$ cat config.mk
export PLATFORM = sky130hd
export DESIGN_NAME = tbt_mult_client
export DESIGN_NICKNAME = d
export VERILOG_FILES = /design/src/rtl/tbt_pkg.sv /design/src/rtl/tbt_job_buffer.sv /design/src/rtl/tbt_mult_client.sv
export SDC_FILE = /design/constraint.sdc
export NUM_CORES = 1
export LEC_CHECK = 0
export BUFFER_PORTS_ARGS = -buffer_cell sky130_fd_sc_hd__buf_2
export CAP_MARGIN = 20
export CORE_AREA = 2 2 306 308
export CTS_BUF_LIST = sky130_fd_sc_hd__clkbuf_8
export DETAILED_ROUTE_END_ITERATION = 8
export DIE_AREA = 0 0 308 310
export GPL_TIMING_DRIVEN = 1
export PLACE_DENSITY = 0.47
export RECOVER_POWER = 25
export SETUP_SLACK_MARGIN = 0.02
export SKIP_LAST_GASP = 1
export SLEW_MARGIN = 5
export SYNTH_ARGS = -nofsm -noshare
export SYNTH_HDL_FRONTEND = slang
export SYNTH_SLANG_ARGS = --single-unit
$ cat constraint.sdc
create_clock -name clk -period 21.3 [get_ports clk]
set_input_delay 0 -clock clk [delete_from_list [all_inputs] [get_ports clk]]
set_output_delay 0 -clock clk [all_outputs]
set_load 0.02 [all_outputs]
$ cat src/rtl/tbt_pkg.sv
// -----------------------------------------------------------------------------
// tbt_pkg
// Shared definitions for the 2x2 float matrix-multiply engine client.
//   - state_e            : client FSM encoding (S_IDLE..S_OUT, 3 bits)
//   - FLOATSIZE_DEF      : default IEEE-754 element width
//   - MAT_W              : packed matrix width {m11,m10,m01,m00} at the default size
//   - TIMEOUT_CYCLES_DEF : default watchdog limit in clk cycles
//   - TMO_W              : watchdog counter width
//   - mat_width()        : packed matrix width for a given element width
// -----------------------------------------------------------------------------
package tbt_pkg;

  localparam int FLOATSIZE_DEF      = 32;
  localparam int MAT_W              = 4 * FLOATSIZE_DEF;
  localparam int TIMEOUT_CYCLES_DEF = 1024;
  localparam int TMO_W              = 16;

  typedef enum logic [2:0] {
    S_IDLE  = 3'd0,
    S_ISSUE = 3'd1,
    S_WAIT  = 3'd2,
    S_ACK   = 3'd3,
    S_OUT   = 3'd4
  } state_e;

  function automatic int mat_width(input int floatsize);
    return 4 * floatsize;
  endfunction

endpackage

$ cat src/rtl/tbt_job_buffer.sv
// -----------------------------------------------------------------------------
// tbt_job_buffer
// Single-entry holding register for one matrix-pair job.
// Ports:
//   clk, reset  : clock, asynchronous active-high reset (empties the entry)
//   load_i      : capture data_i and mark the entry full
//   clear_i     : mark the entry empty (payload is left as is)
//   data_i      : job payload in
//   data_o      : stored job payload
//   full_o      : entry holds a job
// -----------------------------------------------------------------------------
module tbt_job_buffer #(
  parameter int W = 256
) (
  input  logic         clk,
  input  logic         reset,
  input  logic         load_i,
  input  logic         clear_i,
  input  logic [W-1:0] data_i,
  output logic [W-1:0] data_o,
  output logic         full_o
);

  logic         full_q;
  logic [W-1:0] data_q;

  // NOTE: registered state is always written with <= so every flop samples
  // the pre-edge values of its inputs, independent of block ordering.
  always_ff @(posedge clk or posedge reset) begin
    if (reset) begin
      full_q <= 1'b0;
    end else if (load_i) begin
      full_q <= 1'b1;
    end else if (clear_i) begin
      full_q <= 1'b0;
    end
  end

  // NOTE: the payload has no reset; it is only observed while full_q is set,
  // so resetting it would add reset fan-out for no functional gain.
  always_ff @(posedge clk) begin
    if (load_i) begin
      data_q <= data_i;
    end
  end

  assign data_o = data_q;
  assign full_o = full_q;

endmodule

$ cat src/rtl/tbt_mult_client.sv
// -----------------------------------------------------------------------------
// tbt_mult_client
// Initiator for the 2x2 float matrix-multiply engine (load / result_ready /
// result_ack). Accepts jobs upstream, buffers one, issues it to the engine,
// acknowledges the result and presents it downstream.
// Optional watchdog: define TBT_CLIENT_TIMEOUT_EN to enable the timeout path
// (engine reset pulse, sticky err, job discard). Undefined: eng_reset_n = 1,
// err = 0.
// Ports:
//   clk, reset                 : clock, asynchronous active-high reset
//   in_valid/in_A/in_B/in_ready: upstream job port (in_ready = buffer empty)
//   eng_load/eng_A/eng_B       : engine issue strobe and operands
//   eng_result/eng_result_ready: engine product, valid until acknowledged
//   eng_result_ack             : engine result acknowledge
//   eng_reset_n                : active-low engine reset (watchdog only)
//   out_valid/out_data/out_ready: downstream product port
//   busy                       : FSM not idle or buffer full
//   err                        : sticky watchdog timeout flag
// -----------------------------------------------------------------------------
module tbt_mult_client
  import tbt_pkg::*;
#(
  parameter int FLOATSIZE      = FLOATSIZE_DEF,
  parameter int TIMEOUT_CYCLES = TIMEOUT_CYCLES_DEF
) (
  input  logic                   clk,
  input  logic                   reset,
  input  logic                   in_valid,
  input  logic [4*FLOATSIZE-1:0] in_A,
  input  logic [4*FLOATSIZE-1:0] in_B,
  output logic                   in_ready,
  output logic                   eng_load,
  output logic [4*FLOATSIZE-1:0] eng_A,
  output logic [4*FLOATSIZE-1:0] eng_B,
  input  logic [4*FLOATSIZE-1:0] eng_result,
  input  logic                   eng_result_ready,
  output logic                   eng_result_ack,
  output logic                   eng_reset_n,
  output logic                   out_valid,
  output logic [4*FLOATSIZE-1:0] out_data,
  input  logic                   out_ready,
  output logic                   busy,
  output logic                   err
);

  localparam int MW = mat_width(FLOATSIZE);

  state_e          state_q, state_d;
  logic            buf_full;
  logic [2*MW-1:0] buf_data;
  logic            take_job;     // FSM moves the buffered job into eng_A/eng_B
  logic            timeout_hit;  // watchdog expired this cycle
  logic            eng_up;       // engine is out of its watchdog reset
  logic [MW-1:0]   eng_a_q, eng_b_q, out_data_q;

  // ---------------------------------------------------------------------------
  // Input buffer: in_ready comes straight from the full flag, so a fill and a
  // drain can never coincide.
  // ---------------------------------------------------------------------------
  assign in_ready = !buf_full;

  tbt_job_buffer #(.W(2*MW)) u_buf (
    .clk     (clk),
    .reset   (reset),
    .load_i  (in_valid && !buf_full),
    .clear_i (take_job),
    .data_i  ({in_A, in_B}),
    .data_o  (buf_data),
    .full_o  (buf_full)
  );

  // ---------------------------------------------------------------------------
  // FSM: state register
  // ---------------------------------------------------------------------------
  always_ff @(posedge clk or posedge reset) begin
    if (reset) begin
      state_q <= S_IDLE;
    end else begin
      state_q <= state_d;
    end
  end

  // ---------------------------------------------------------------------------
  // FSM: next state. A job is only issued while the engine shows no stale
  // result, so a leftover result_ready cannot be mistaken for the new product.
  // ---------------------------------------------------------------------------
  always_comb begin
    // NOTE: defaults first so every path assigns every output; no latches.
    state_d  = state_q;
    take_job = 1'b0;
    unique case (state_q)
      S_IDLE: begin
        if (buf_full && !eng_result_ready && eng_up) begin
          state_d  = S_ISSUE;
          take_job = 1'b1;
        end
      end
      S_ISSUE: state_d = S_WAIT;
      S_WAIT: begin
        if (eng_result_ready) state_d = S_ACK;
      end
      S_ACK: begin
        if (!eng_result_ready) state_d = S_OUT;
      end
      S_OUT: begin
        if (out_ready) begin
          if (buf_full && !eng_result_ready) begin
            state_d  = S_ISSUE;
            take_job = 1'b1;
          end else begin
            state_d = S_IDLE;
          end
        end
      end
      default: state_d = S_IDLE;
    endcase
    if (timeout_hit) begin
      state_d = S_IDLE;
    end
  end

  // ---------------------------------------------------------------------------
  // FSM: outputs (all decoded from the registered state)
  // ---------------------------------------------------------------------------
  always_comb begin
    eng_load       = (state_q == S_ISSUE);
    eng_result_ack = (state_q == S_ACK);
    out_valid      = (state_q == S_OUT);
    busy           = (state_q != S_IDLE) || buf_full;
  end

  // ---------------------------------------------------------------------------
  // Datapath: operands stay put from issue until the next job is taken;
  // the product is captured once, on the S_WAIT -> S_ACK edge.
  // ---------------------------------------------------------------------------
  always_ff @(posedge clk or posedge reset) begin
    if (reset) begin
      eng_a_q    <= '0;
      eng_b_q    <= '0;
      out_data_q <= '0;
    end else begin
      if (take_job) begin
        {eng_a_q, eng_b_q} <= buf_data;
      end
      if (state_q == S_WAIT && eng_result_ready) begin
        out_data_q <= eng_result;
      end
    end
  end

  assign eng_A    = eng_a_q;
  assign eng_B    = eng_b_q;
  assign out_data = out_data_q;

`ifdef TBT_CLIENT_TIMEOUT_EN
  // ---------------------------------------------------------------------------
  // Watchdog: counts cycles spent waiting on the engine. On expiry the engine
  // is held in reset for two cycles and the job is dropped.
  // ---------------------------------------------------------------------------
  localparam logic [TMO_W-1:0] TMO_LAST = TMO_W'(TIMEOUT_CYCLES - 1);

  logic [TMO_W-1:0] tmo_cnt_q, tmo_cnt_d;
  logic [1:0]       rst_cnt_q, rst_cnt_d;
  logic             err_q, err_d;
  logic             waiting;

  assign waiting     = (state_q == S_WAIT) || (state_q == S_ACK);
  assign timeout_hit = waiting && (tmo_cnt_q == TMO_LAST);
  assign eng_up      = (rst_cnt_q == 2'd0);

  always_comb begin
    tmo_cnt_d = tmo_cnt_q;
    rst_cnt_d = rst_cnt_q;
    err_d     = err_q;
    if (state_q == S_ISSUE) begin
      tmo_cnt_d = '0;
    end else if (waiting) begin
      tmo_cnt_d = tmo_cnt_q + 1'b1;
    end
    if (rst_cnt_q != 2'd0) begin
      rst_cnt_d = rst_cnt_q - 1'b1;
    end
    if (timeout_hit) begin
      rst_cnt_d = 2'd2;
      err_d     = 1'b1;
    end
  end

  always_ff @(posedge clk or posedge reset) begin
    if (reset) begin
      tmo_cnt_q <= '0;
      rst_cnt_q <= 2'd0;
      err_q     <= 1'b0;
    end else begin
      tmo_cnt_q <= tmo_cnt_d;
      rst_cnt_q <= rst_cnt_d;
      err_q     <= err_d;
    end
  end

  assign eng_reset_n = eng_up;
  assign err         = err_q;
`else
  assign timeout_hit = 1'b0;
  assign eng_up      = 1'b1;
  assign eng_reset_n = 1'b1;
  assign err         = 1'b0;
`endif

endmodule

==> results.toml, run 1 <==
[logic_synthesis]
synth_area_mm2 = 0.0230
yosys.area.top_type = "dfrtp_1"
synthMuxAreaShare = 0.221
synth_top_family_by_area = "multiplexers"
syn_inst = 1096
synth_edf_count = 256
ys_warn_count = 0
yosys.area_share.simple = 0.00462
synthDistinctLibCells = 27
yosys_most_used_dff = "dfrtp_1"
syn_nets = 1485
synthDominantCellAreaShare = 0.421
syn_area_per_cell_um2 = 21.0
synth_seq_cells = 644
synth_xor_area_frac = 0
synth_compound_area_frac = 0.00141
async_flop_share = 0.602
yosys.area_share.adder = 0
seq_area_frac_synth = 0.755
synth_area_leaders = "dfrtp_1 (42%), edfxtp_1 (33%), mux2_4 (13%), mux2_2 (7.6%), buf_6 (1.3%)"

[clocking]
clock-sinks = 644
clock_path_buffers = 3
post_cts_buffers = 0
cts_resized = 0
cts_hold_buf = 651
htree_levels = 3
cts_buffers = 114
clockRootBuffer = "clkbuf_8"

[die]
io-pin-count = 780
fp.dieH_um = 310
die_w_um = 308
initial_core_util = 0.249
rows = 112

[status]
outcome = "did not finish"
error_line = "[ERROR RSZ-0060] Max buffer count reached."
failing_step = "4_1_cts"

[place]
gp_congestion = 0.758
dpl.cell_count = 3034
io_buffers = 777
post-dp-hpwl_um = 42200
synth_stat cells, drive strengths merged, types with 2 or more instances:
library cell and count:
dfrtp 388, mux2 384, edfxtp 256, buf 44
nand2 3, conb 2, inv 2, nor2 2
nor2b 2
kinds of logic after synthesis:
family / count (synthesis)
DFF: 644
muxes: 384
buffers and inverters: 47
and+or+nand+nor: 14
AOI/OAI and AO/OA: 5
other: 2
per-stage QoR:
stage | worst slack, ns | utilization | cell area (um^2) | hold WS [ns]
2_1_floorplan | 8.72 | - | 23000 | 0.0989
3_5_place_dp | 17.79 | 0.305 | 28200 | 0.160
3_3_place_gp | 17.86 | 0.305 | 28200 | 0.151
==> run 2, diff against run 1 <==
- CORE_AREA: 2 2 306 308 -> 2 2 320 322
- CTS_BUF_LIST: sky130_fd_sc_hd__clkbuf_8 -> unset
- DIE_AREA: 0 0 308 310 -> 0 0 322 324
- PLACE_DENSITY: 0.47 -> unset
- PLACE_DENSITY_LB_ADDON: unset -> 0.15
- SETUP_SLACK_MARGIN: 0.02 -> unset
==> results.toml, run 2 <==
[status]
outcome = "complete, but fails checks"
violations = "capacitance limit, slew limit"

[logic_synthesis]
yosys.area_share.adder = 0
synth_xor_area_frac = 0
synthTopCellsByCount = "dfrtp_1 (388), edfxtp_1 (256), mux2_4 (206), mux2_2 (155), buf_6 (26)"
yosys.area_share.simple = 0.00462
synth_top_family_by_area = "multiplexers"
syn_area_per_cell_um2 = 21.0
yosys.area.top_type = "dfrtp_1"
synth_compound_area_frac = 0.00141
synth_edf_count = 256
ys_warn_count = 0
synth_area_leaders = "dfrtp_1 (42%), edfxtp_1 (33%), mux2_4 (13%), mux2_2 (7.6%), buf_6 (1.3%)"
synthDominantCellAreaShare = 0.421
syn_inst = 1096
yosys_most_used_dff = "dfrtp_1"
synthDistinctLibCells = 27
post-synth-top-count-cell = "dfrtp_1"
synth_area_mm2 = 0.0230
seq_area_frac_synth = 0.755
async_flop_share = 0.602
synthMuxAreaShare = 0.221
syn_nets = 1485
synth_seq_cells = 644

[clocking]
cts_resized = 0
tritoncts = "done"
clock-sinks = 644
cts_buffers = 78
clockRootBuffer = "clkbuf_16"
htree_levels = 3
clock_path_buffers = 3
cts_hold_buf = 390
clock_latency_ns = 0.62
path_clk_slew_ns = 0.06
post_cts_buffers = 0

[setup_path]
cp_num_buf_inv = 5
cp.required_ns = 21.94
reg2reg_depth = 5
crit_type = "in -> async"
arrival_ns = 5.76
critPathTopFamily = "buffers and inverters"
cp-end-kind = "asynchronous set/reset pin"
crit_path_start_kind = "input port"
crit_chain = "dlygate4sd3_1, buf_2, clkinvlp_2, buf_4, buf_4"
slowest_delay_ns = 3.13
r2r_end = "eng_A[102]$_DFFE_PP0P_"
rr_startpoint = "state_q[2]$_DFFE_PP0P_"
path_common_cell = "buf_4"
r2r_slack_ns = 17.85
critPathMaxFanout = 118
slowest_stage = "clkinvlp_2"

[finish]
layout-drive-gt1-share = 0.509
area_delta_synth_final_pct = 50.6
nets = 2703
final_common_cell = "buf_2"
design_area_mm2 = 0.0347
final_cell_mix = "buf_2 (711), dlygate4sd3_1 (390), dfrtp_1 (388)"
fin_cells = 3690
utilization = 0.344
largest_register_ffs = 256

[global_route]
grt_pass1_vias = 15400
grt_start_max_net_pins = 119
antenna_found_initial = 5
gr-usage-all-layers = 0.128
overflow = 0
grt_pass1_wl_um = 99300

[sta]
fmax_mhz = 195
layout_min_cycle_time_ns = 5.12
setup_violations = 0
fin_crit_sh = 0.241
worstMarginPinSlew_ns = 5.62
slew_headroom = -2.77
rsz0062_at_grt = "false"
hold_viol = 0
tns_ns = 0
maxSlewViolCount = 119
whs_ns = 0.0793
clock_skew_ns = 0.0150

[detailed_routing]
wire_per_inst_um = 18.6
finalWirelength_um = 68500
detail-route-antenna-nets = 0
dr.max_layer_used = "met5"
vias_per_cell = 3.82
met2_wirelength_um = 35100
remaining_drc_errors = 0
met1Wirelength_um = 25800
vias = 14100
dr_wl_met3_um = 5950
drtPass1Iterations = 4
drtIter0Drc = 556

[power_and_ir_drop]
powerDensity_mw_per_mm2 = 150
peakVddDrop_mv = 0.0696
power_frac_seq = 0.384
power_leakage_nw = 15.5
clockPowerShare = 0.250
power.switching_w = 0.00181
p_int_w = 0.00339
combinationalPowerShare = 0.366
p_sw_frac = 0.348

[die]
fp.dieArea_mm2 = 0.104
core_area_mm2 = 0.101
initial_core_util = 0.228
die_w_um = 322
rows = 117
fp.dieH_um = 324
io-pin-count = 780

[place]
dpl.cell_count = 3152
dpl_cell_area_mm2 = 0.0283
post-dp-hpwl_um = 48000
gp_congestion = 0.775
io_buffers = 777

[min_path]
holdPathStages = 2
worstHoldStart = "in_A[70]"
hold_path.class = "in -> reg"
holdPathEnd = "u_buf.data_o[198]$_DFFE_PP_"

[job]
maxCapViolCount = 1
[run 2: layer usage]
metal,up-vias,track usage
met5,-,0
met4,2,0.0457
met3,94,0.0472
met2,532,0.227
met1,6998,0.138
li1,6463,-
[run 2: worst register-to-register path, stage by stage, from the launching register on]
cell	delay, ns
dfrtp_1	0.47
nand2b_1	0.20
nand2_8	0.49
buf_4	0.88
buf_4	0.88
mux2_1	0.40
[run 2: worst max-delay path by stage]
stage | startpoint | end | depth (start not counted)
6_report | reset | eng_A[20]$_DFFE_PP0P_ | 5
5_1_grt | reset | eng_B[98]$_DFFE_PP0P_ | 5
4_1_cts | state_q[2]$_DFFE_PP0P_ | eng_A[102]$_DFFE_PP0P_ | 5
3_5_place_dp | state_q[2]$_DFFE_PP0P_ | eng_A[102]$_DFFE_PP0P_ | 5
3_3_place_gp | state_q[2]$_DFFE_PP0P_ | eng_A[102]$_DFFE_PP0P_ | 5
2_1_floorplan | u_buf.full_o$_DFFE_PP0P_ | u_buf.data_o[0]$_DFFE_PP_ | 1
[run 2: cell families after synthesis]
family	count (synthesis)
AND/OR/NAND/NOR	14
buffers and inverters	47
multiplexers	384
flip-flops	644
AO/OA/AOI/OAI	5
other	2
[run 2: power by group through the flow]
stage          sequential, W  clock [W]  combinational, W
3_5_place_dp         0.00201          0           0.00190
3_3_place_gp         0.00201          0           0.00188
2_1_floorplan        0.00249          0          0.000745
6_report             0.00200    0.00130           0.00190
5_1_grt              0.00206    0.00141           0.00202
4_1_cts              0.00200    0.00136           0.00196
[run 2: cell type report]
type	instances	area, um^2
diodes	4	10.0
clock buffers	116	2310
clock inverters	27	216
fillers	9931	66300
inverters	2	8.76
multi-input cells	405	5270
flip-flops and latches	644	17400
well taps	1309	1640
repair buffers	1183	7850
[run 2: through the flow]
step | setup slack [ns] | power [W]
after global routing | 14.99 | 0.00548
after detailed placement | 17.86 | 0.00391
after CTS | 17.84 | 0.00532
after global placement | 17.85 | 0.00389
final | 16.18 | 0.00520
after floorplan | 8.72 | 0.00324
Power figures use the tool's default switching activity.
